[config.mk]
export PLATFORM = sky130hd
export DESIGN_NAME = uart_core
export DESIGN_NICKNAME = d
export VERILOG_FILES = /design/src/rtl/uart_core.sv
export SDC_FILE = /design/constraint.sdc
export NUM_CORES = 1
export LEC_CHECK = 0
export ABC_AREA = 1
export ABC_CLOCK_PERIOD_IN_PS = 2300
export BUFFER_PORTS_ARGS = -buffer_cell sky130_fd_sc_hd__buf_2
export CELL_PAD_IN_SITES_DETAIL_PLACEMENT = 0
export CELL_PAD_IN_SITES_GLOBAL_PLACEMENT = 1
export CORE_UTILIZATION = 46
export CTS_CLUSTER_DIAMETER = 80
export CTS_CLUSTER_SIZE = 12
export DETAILED_ROUTE_END_ITERATION = 12
export PLACE_DENSITY_LB_ADDON = 0.12
export SLEW_MARGIN = 10
export SYNTH_ARGS = -nofsm -noshare
export SYNTH_HDL_FRONTEND = slang
export SYNTH_SLANG_ARGS = --single-unit
[constraint.sdc]
create_clock -name clk -period 2.3 [get_ports clk]
set_input_delay 0.575 -clock clk [delete_from_list [all_inputs] [get_ports clk]]
set_output_delay 0.575 -clock clk [all_outputs]
set_load 0.05 [all_outputs]
[src/rtl/uart_core.sv]
// uart_core: parametrised UART transceiver. Compile-time frame format
// (5-8 data bits, none/odd/even parity, 1 or 2 stop bits), 16x oversampled
// receiver with start-bit glitch filter, and an independent transmitter.
//
// Handshakes (both directions): a transfer happens on a rising edge where
// valid and ready are both high. tx_valid may be raised at any time; tx_ready
// is high only while the transmitter is idle. rx_valid stays high with
// rx_data/flags stable until the edge where rx_ready is also high.
module uart_core #(
    parameter int CLK_HZ    = 50_000_000,
    parameter int BAUD      = 115_200,
    parameter int DATA_BITS = 8,
    parameter int PARITY    = 0,
    parameter int STOP_BITS = 1
) (
    input  logic                 clk,
    input  logic                 reset,
    input  logic                 tx_valid,
    input  logic [DATA_BITS-1:0] tx_data,
    output logic                 tx_ready,
    output logic                 tx,
    input  logic                 rx,
    output logic                 rx_valid,
    input  logic                 rx_ready,
    output logic [DATA_BITS-1:0] rx_data,
    output logic                 rx_frame_err,
    output logic                 rx_parity_err,
    output logic                 rx_overrun
);

    localparam int TICK_DIV = CLK_HZ / (BAUD * 16);
    localparam int TICK_W   = (TICK_DIV > 1) ? $clog2(TICK_DIV) : 1;
    localparam int BIT_CLKS = 16 * TICK_DIV;
    localparam int BIT_W    = $clog2(BIT_CLKS);

    localparam logic [TICK_W-1:0] TICK_LAST = TICK_W'(TICK_DIV - 1);
    localparam logic [BIT_W-1:0]  BIT_LAST  = BIT_W'(BIT_CLKS - 1);
    localparam logic [2:0]        DATA_LAST = 3'(DATA_BITS - 1);
    localparam logic [2:0]        STOP_LAST = 3'(STOP_BITS - 1);

    // Reject unusable configurations at elaboration time.
    if (TICK_DIV < 1) begin : g_bad_div
        $error("uart_core: CLK_HZ too low for BAUD (TICK_DIV < 1)");
    end
    if (DATA_BITS < 5 || DATA_BITS > 8) begin : g_bad_data
        $error("uart_core: DATA_BITS must be 5..8");
    end
    if (PARITY < 0 || PARITY > 2) begin : g_bad_parity
        $error("uart_core: PARITY must be 0, 1 or 2");
    end
    if (STOP_BITS < 1 || STOP_BITS > 2) begin : g_bad_stop
        $error("uart_core: STOP_BITS must be 1 or 2");
    end

    // ------------------------------------------------------------------
    // 16x tick generator (RX only; TX has its own bit timer)
    // ------------------------------------------------------------------
    logic [TICK_W-1:0] tick_cnt_q, tick_cnt_d;
    logic              tick;

    // Free-running divider; tick marks the wrap.
    always_comb begin
        tick       = (tick_cnt_q == TICK_LAST);
        tick_cnt_d = tick ? '0 : tick_cnt_q + 1'b1;
    end

    // Tick counter register.
    always_ff @(posedge clk) begin
        if (reset) tick_cnt_q <= '0;
        else       tick_cnt_q <= tick_cnt_d;
    end

    // ------------------------------------------------------------------
    // Transmitter
    // ------------------------------------------------------------------
    typedef enum logic [2:0] {
        TX_IDLE, TX_START, TX_DATA, TX_PARITY, TX_STOP
    } tx_state_e;

    tx_state_e              tx_state_q, tx_state_d;
    logic [BIT_W-1:0]       tx_cnt_q, tx_cnt_d;
    logic [2:0]             tx_bit_q, tx_bit_d;
    logic [DATA_BITS-1:0]   tx_shift_q, tx_shift_d;
    logic                   tx_par_q, tx_par_d;
    logic                   tx_q, tx_d;

    // TX next state: the bit timer restarts at accept, so each line bit is
    // exactly BIT_CLKS clocks long regardless of the RX tick phase.
    always_comb begin
        tx_state_d = tx_state_q;
        tx_cnt_d   = tx_cnt_q;
        tx_bit_d   = tx_bit_q;
        tx_shift_d = tx_shift_q;
        tx_par_d   = tx_par_q;
        tx_d       = tx_q;
        if (tx_state_q == TX_IDLE) begin
            tx_d = 1'b1;
            if (tx_valid) begin
                tx_shift_d = tx_data;
                tx_par_d   = (PARITY == 1) ? ~^tx_data : ^tx_data;
                tx_cnt_d   = '0;
                tx_state_d = TX_START;
                tx_d       = 1'b0;
            end
        end else if (tx_cnt_q != BIT_LAST) begin
            tx_cnt_d = tx_cnt_q + 1'b1;
        end else begin
            tx_cnt_d = '0;
            case (tx_state_q)
                TX_START: begin
                    tx_state_d = TX_DATA;
                    tx_bit_d   = '0;
                    tx_d       = tx_shift_q[0];
                end
                TX_DATA: begin
                    if (tx_bit_q == DATA_LAST) begin
                        tx_bit_d = '0;
                        if (PARITY != 0) begin
                            tx_state_d = TX_PARITY;
                            tx_d       = tx_par_q;
                        end else begin
                            tx_state_d = TX_STOP;
                            tx_d       = 1'b1;
                        end
                    end else begin
                        tx_bit_d   = tx_bit_q + 3'd1;
                        tx_shift_d = tx_shift_q >> 1;
                        tx_d       = tx_shift_q[1];
                    end
                end
                TX_PARITY: begin
                    tx_state_d = TX_STOP;
                    tx_bit_d   = '0;
                    tx_d       = 1'b1;
                end
                TX_STOP: begin
                    tx_d = 1'b1;
                    if (tx_bit_q == STOP_LAST) tx_state_d = TX_IDLE;
                    else                       tx_bit_d   = tx_bit_q + 3'd1;
                end
                default: begin
                    tx_state_d = TX_IDLE;
                    tx_d       = 1'b1;
                end
            endcase
        end
    end

    // TX registers; reset aborts any frame and drives the line idle.
    always_ff @(posedge clk) begin
        if (reset) begin
            tx_state_q <= TX_IDLE;
            tx_cnt_q   <= '0;
            tx_bit_q   <= '0;
            tx_shift_q <= '0;
            tx_par_q   <= 1'b0;
            tx_q       <= 1'b1;
        end else begin
            tx_state_q <= tx_state_d;
            tx_cnt_q   <= tx_cnt_d;
            tx_bit_q   <= tx_bit_d;
            tx_shift_q <= tx_shift_d;
            tx_par_q   <= tx_par_d;
            tx_q       <= tx_d;
        end
    end

    assign tx_ready = (tx_state_q == TX_IDLE);
    assign tx       = tx_q;

    // ------------------------------------------------------------------
    // Receiver
    // ------------------------------------------------------------------
    typedef enum logic [2:0] {
        RX_IDLE, RX_START, RX_DATA, RX_PARITY, RX_STOP
    } rx_state_e;

    logic                 rx_s1_q, rx_s2_q;
    rx_state_e            rx_state_q, rx_state_d;
    logic [3:0]           rx_cnt_q, rx_cnt_d;
    logic [2:0]           rx_bit_q, rx_bit_d;
    logic [DATA_BITS-1:0] rx_shift_q, rx_shift_d;
    logic                 rx_par_q, rx_par_d;
    logic                 rx_done;
    logic                 rx_stop_bad;
    logic                 rx_par_bad;

    logic                 rx_valid_q, rx_valid_d;
    logic [DATA_BITS-1:0] rx_data_q, rx_data_d;
    logic                 rx_fe_q, rx_fe_d;
    logic                 rx_pe_q, rx_pe_d;
    logic                 rx_ovr_q, rx_ovr_d;

    // Two-flop synchroniser for the asynchronous rx pin; idles high.
    always_ff @(posedge clk) begin
        if (reset) begin
            rx_s1_q <= 1'b1;
            rx_s2_q <= 1'b1;
        end else begin
            rx_s1_q <= rx;
            rx_s2_q <= rx_s1_q;
        end
    end

    // RX next state: half a bit into START re-checks the line (glitch
    // filter), then every 16 ticks samples mid-bit. Only the first stop bit
    // is checked so a following start edge is caught without delay.
    always_comb begin
        rx_state_d  = rx_state_q;
        rx_cnt_d    = rx_cnt_q;
        rx_bit_d    = rx_bit_q;
        rx_shift_d  = rx_shift_q;
        rx_par_d    = rx_par_q;
        rx_done     = 1'b0;
        rx_stop_bad = 1'b0;
        if (tick) begin
            case (rx_state_q)
                RX_IDLE: begin
                    if (!rx_s2_q) begin
                        rx_state_d = RX_START;
                        rx_cnt_d   = '0;
                    end
                end
                RX_START: begin
                    if (rx_cnt_q == 4'd7) begin
                        rx_cnt_d = '0;
                        rx_bit_d = '0;
                        rx_state_d = rx_s2_q ? RX_IDLE : RX_DATA;
                    end else begin
                        rx_cnt_d = rx_cnt_q + 4'd1;
                    end
                end
                RX_DATA: begin
                    rx_cnt_d = rx_cnt_q + 4'd1;
                    if (rx_cnt_q == 4'd15) begin
                        rx_shift_d = {rx_s2_q, rx_shift_q[DATA_BITS-1:1]};
                        if (rx_bit_q == DATA_LAST)
                            rx_state_d = (PARITY != 0) ? RX_PARITY : RX_STOP;
                        else
                            rx_bit_d = rx_bit_q + 3'd1;
                    end
                end
                RX_PARITY: begin
                    rx_cnt_d = rx_cnt_q + 4'd1;
                    if (rx_cnt_q == 4'd15) begin
                        rx_par_d   = rx_s2_q;
                        rx_state_d = RX_STOP;
                    end
                end
                RX_STOP: begin
                    rx_cnt_d = rx_cnt_q + 4'd1;
                    if (rx_cnt_q == 4'd15) begin
                        rx_done     = 1'b1;
                        rx_stop_bad = !rx_s2_q;
                        rx_state_d  = RX_IDLE;
                    end
                end
                default: rx_state_d = RX_IDLE;
            endcase
        end
    end

    // RX output holding register: an acknowledge frees the slot in the same
    // edge a new frame may load it; a frame arriving into a held slot is
    // dropped and marked by the sticky overrun flag.
    always_comb begin
        rx_par_bad = 1'b0;
        if (PARITY == 1)      rx_par_bad = ~(^rx_shift_q ^ rx_par_q);
        else if (PARITY == 2) rx_par_bad = ^rx_shift_q ^ rx_par_q;
        rx_valid_d = rx_valid_q & ~rx_ready;
        rx_data_d  = rx_data_q;
        rx_fe_d    = rx_fe_q;
        rx_pe_d    = rx_pe_q;
        rx_ovr_d   = rx_ovr_q;
        if (rx_done) begin
            if (rx_valid_d) begin
                rx_ovr_d = 1'b1;
            end else begin
                rx_valid_d = 1'b1;
                rx_data_d  = rx_shift_q;
                rx_fe_d    = rx_stop_bad;
                rx_pe_d    = rx_par_bad;
            end
        end
    end

    // RX registers; reset drops any partial frame and clears all flags.
    always_ff @(posedge clk) begin
        if (reset) begin
            rx_state_q <= RX_IDLE;
            rx_cnt_q   <= '0;
            rx_bit_q   <= '0;
            rx_shift_q <= '0;
            rx_par_q   <= 1'b0;
            rx_valid_q <= 1'b0;
            rx_data_q  <= '0;
            rx_fe_q    <= 1'b0;
            rx_pe_q    <= 1'b0;
            rx_ovr_q   <= 1'b0;
        end else begin
            rx_state_q <= rx_state_d;
            rx_cnt_q   <= rx_cnt_d;
            rx_bit_q   <= rx_bit_d;
            rx_shift_q <= rx_shift_d;
            rx_par_q   <= rx_par_d;
            rx_valid_q <= rx_valid_d;
            rx_data_q  <= rx_data_d;
            rx_fe_q    <= rx_fe_d;
            rx_pe_q    <= rx_pe_d;
            rx_ovr_q   <= rx_ovr_d;
        end
    end

    assign rx_valid      = rx_valid_q;
    assign rx_data       = rx_data_q;
    assign rx_frame_err  = rx_fe_q;
    assign rx_parity_err = rx_pe_q;
    assign rx_overrun    = rx_ovr_q;

endmodule

==> results.cfg <==
[setup_path]
cp_slowest_cell = dfxtp_1
path_class = reg -> out
startpoint_type = flip-flop
critPathBufInv = 2
crit_fanout = 14
r2r_slack_ps = 650
crit_arrival_ps = 1440
crit_path_max_incr_delay_ps = 360
crit_family = buffers and inverters
endpoint_kind = output pin
r2r_end = rx_data[5]
cp_num_cells = 4
rr_worst_depth = 8
crit_end = tx_ready
required_ps = 1730
r2r-start = rx_cnt_q[0]
crit_chain = nor2_4 -> nand2_4 -> inv_4 -> buf_2
crit_start = tx_state_q[0]

[die]
die_area_um2 = 6875
start_util_pct = 47.43
core-area_um2 = 6350
ioPinCount = 27
rows = 29
die_h_um = 82.92
fp.dieW_um = 82.92

[layout]
final_area_um2 = 3371
final_common_cell = nand2_1
final_cell_mix = 107 x nand2_1, 60 x dfxtp_1, 52 x nor2_1
seq_area_um2 = 1201
drive_gt1_share_pct = 19.34
nNetsFinal = 472
fillers = 671
diodes = 0
synthToLayoutAreaGrowth_pct = 11.92
multi_input_area_um2 = 1583
fin_cells = 532

[clock_network]
postCtsSetupBuffers = 0
cts.reportedPaths.clkPinSlew_ps = 70
clockBufferDepth = 2
root_buffer = clkbuf_8
clock_latency_ps = 340
ctsHoldBuffers = 0
cts_tree = yes
cts_sinks = 60
numCtsBuffers = 9
htree_num_levels = 3
cts-resized-gates = 0

[grt]
met3_usage_pct = 3.579
grt_pass1_wl_um = 10540
antenna_found_initial = 0
use_met1_pct = 25.85
met2_usage_pct = 27.79
grt_max_degree = 34
grt_usage_pct = 18.63
grt-busiest-layer = met2
grt_pass1_vias = 2333
overflow = 0

[timing]
relSlewSlack_pct = 55.79
fin_setup_tns_ps = 0
hold_viol = 0
min_period_over_period_pct = 87.74
fin_skew_ps = 5.128
final_max_slew_viol_count = 0
setup_viol = 0
max_freq_ghz = 0.4955
worst_pin_slew_ps = 662.5
rsz0062_at_grt = no
period_minus_slack_ps = 2018

[flow_run]
drv_cap = 0

[place]
place_inst = 516
numPortBuffers = 25
postPlaceCellArea_um2 = 3193
post-dp-hpwl_um = 4178
place_congestion = 0.7784

[power]
worst_ir_drop_vdd_mv = 0.5759
finalPower_w = 0.002739
leakage_nw = 1.459
power.density_nw_per_um2 = 812.6

[logic_synthesis]
synth_edf_count = 0
avgSynthCellArea_um2 = 7.137
netlist_area_um2 = 3012
synth-seq-cells = 60
synth_ff_type = dfxtp_1
mappedNetlistNets = 444
synth_cells = 422
synth_cell_types = 36
ys_warn_count = 0
async_flop_share_pct = 0
yosysSeqAreaShare_pct = 39.88

[detailed_routing]
viasPerCell = 4.868
ant_nets = 0
wl_um = 5951
remaining_drc_errors = 0
first_iter_violations = 74
first_pass_iters = 4
wl_per_cell_um = 11.19
vias = 2590

[hold_path]
hold_path.class = reg -> reg

[run_status]
status = complete, no violations
==> synthesized netlist by cell type, types with 2 or more instances <==
library cell | number | area (um2)
nand2_1 | 107 | 401.6
dfxtp_1 | 60 | 1201
nor2_1 | 52 | 195.2
a21oi_1 | 35 | 175.2
inv_1 | 33 | 123.9
nand3_1 | 33 | 165.2
o21ai_0 | 19 | 95.09
ha_1 | 9 | 112.6
nand2_2 | 8 | 50.05
nor2_2 | 8 | 50.05
inv_2 | 7 | 26.28
clkbuf_1 | 5 | 18.77
nand3_2 | 5 | 50.05
nand4_1 | 5 | 31.28
nor2_4 | 5 | 56.30
buf_4 | 3 | 22.52
nand2_4 | 3 | 33.78
nor3_1 | 3 | 15.01
or2_2 | 3 | 18.77
buf_2 | 2 | 10.01
nand3b_1 | 2 | 15.01
==> cell families after synthesis <==
group	after synthesis	synth area share, %
flip-flops	60	39.88
adder cells (fa/ha/maj)	9	3.739
AO/OA/AOI/OAI	58	9.929
XOR/XNOR	2	0.5817
AND/OR/NAND/NOR	239	38.18
other	1	0.1245
buffers and inverters	53	7.562
==> worst register-to-register path, cell delays in order, from the launching register on <==
cell	delay [ps]
dfxtp_1	370
ha_1	180
nand2_1	70
inv_1	80
nand2_2	90
nor2_4	300
nand3b_4	200
o21ai_0	220
nor2_1	50
==> cell type report <==
type                            count  area share (%)
Sequential cell                    60           35.63
Clock inverter                      5           1.076
Clock buffer                       11           4.195
Tap cell                           77           2.858
Timing Repair Buffer               28           4.380
Inverter                           42           4.900
Multi-Input combinational cell    309           46.96
==> worst min path at each step <==
stage	startpoint	cells past startpoint	endpoint	slack [ps]
after detailed placement	rx_s1_q	1	rx_s2_q	390
after CTS	rx	2	rx_s1_q	410
after global routing	rx	2	rx_s1_q	410
after global placement	rx_s1_q	1	rx_s2_q	390
after floorplan	rx_s1_q	1	rx_s2_q	390
final	rx_s1_q	1	rx_s2_q	410
==> where the power goes <==
part / internal [W] / switching [W]
sequential: 0.00112 / 0.0000616
combinational: 0.000201 / 0.000491
clock: 0.000422 / 0.000446
total: 0.00174 / 0.000998
==> metrics by stage <==
step                      hold WS, ps  worst slack (ps)  util, %
final                           410.7             282.0    53.08
after global routing            407.9             189.0    53.08
after CTS                       407.8             263.9    53.08
after detailed placement        392.9             630.4    50.29
after global placement          393.3             664.6    50.29
after floorplan                 389.5             907.5        -
==> sequential cells by signal, indices dropped and copies added, names as in the netlist, 3 cells and up <==
register / cells
tx_state_q: 3
tick_cnt_q: 5
rx_bit_q: 3
rx_shift_q: 8
rx_data: 8
rx_state_q: 3
rx_cnt_q: 4
tx_shift_q: 8
tx_bit_q: 3
tx_cnt_q: 9
==> layer usage <==
metal	part of all wire, %	wire (um)
met5	0	0
met4	2.0	120
met3	3.3	196
met2	42	2503
met1	53	3130
Power figures use the tool's default switching activity.
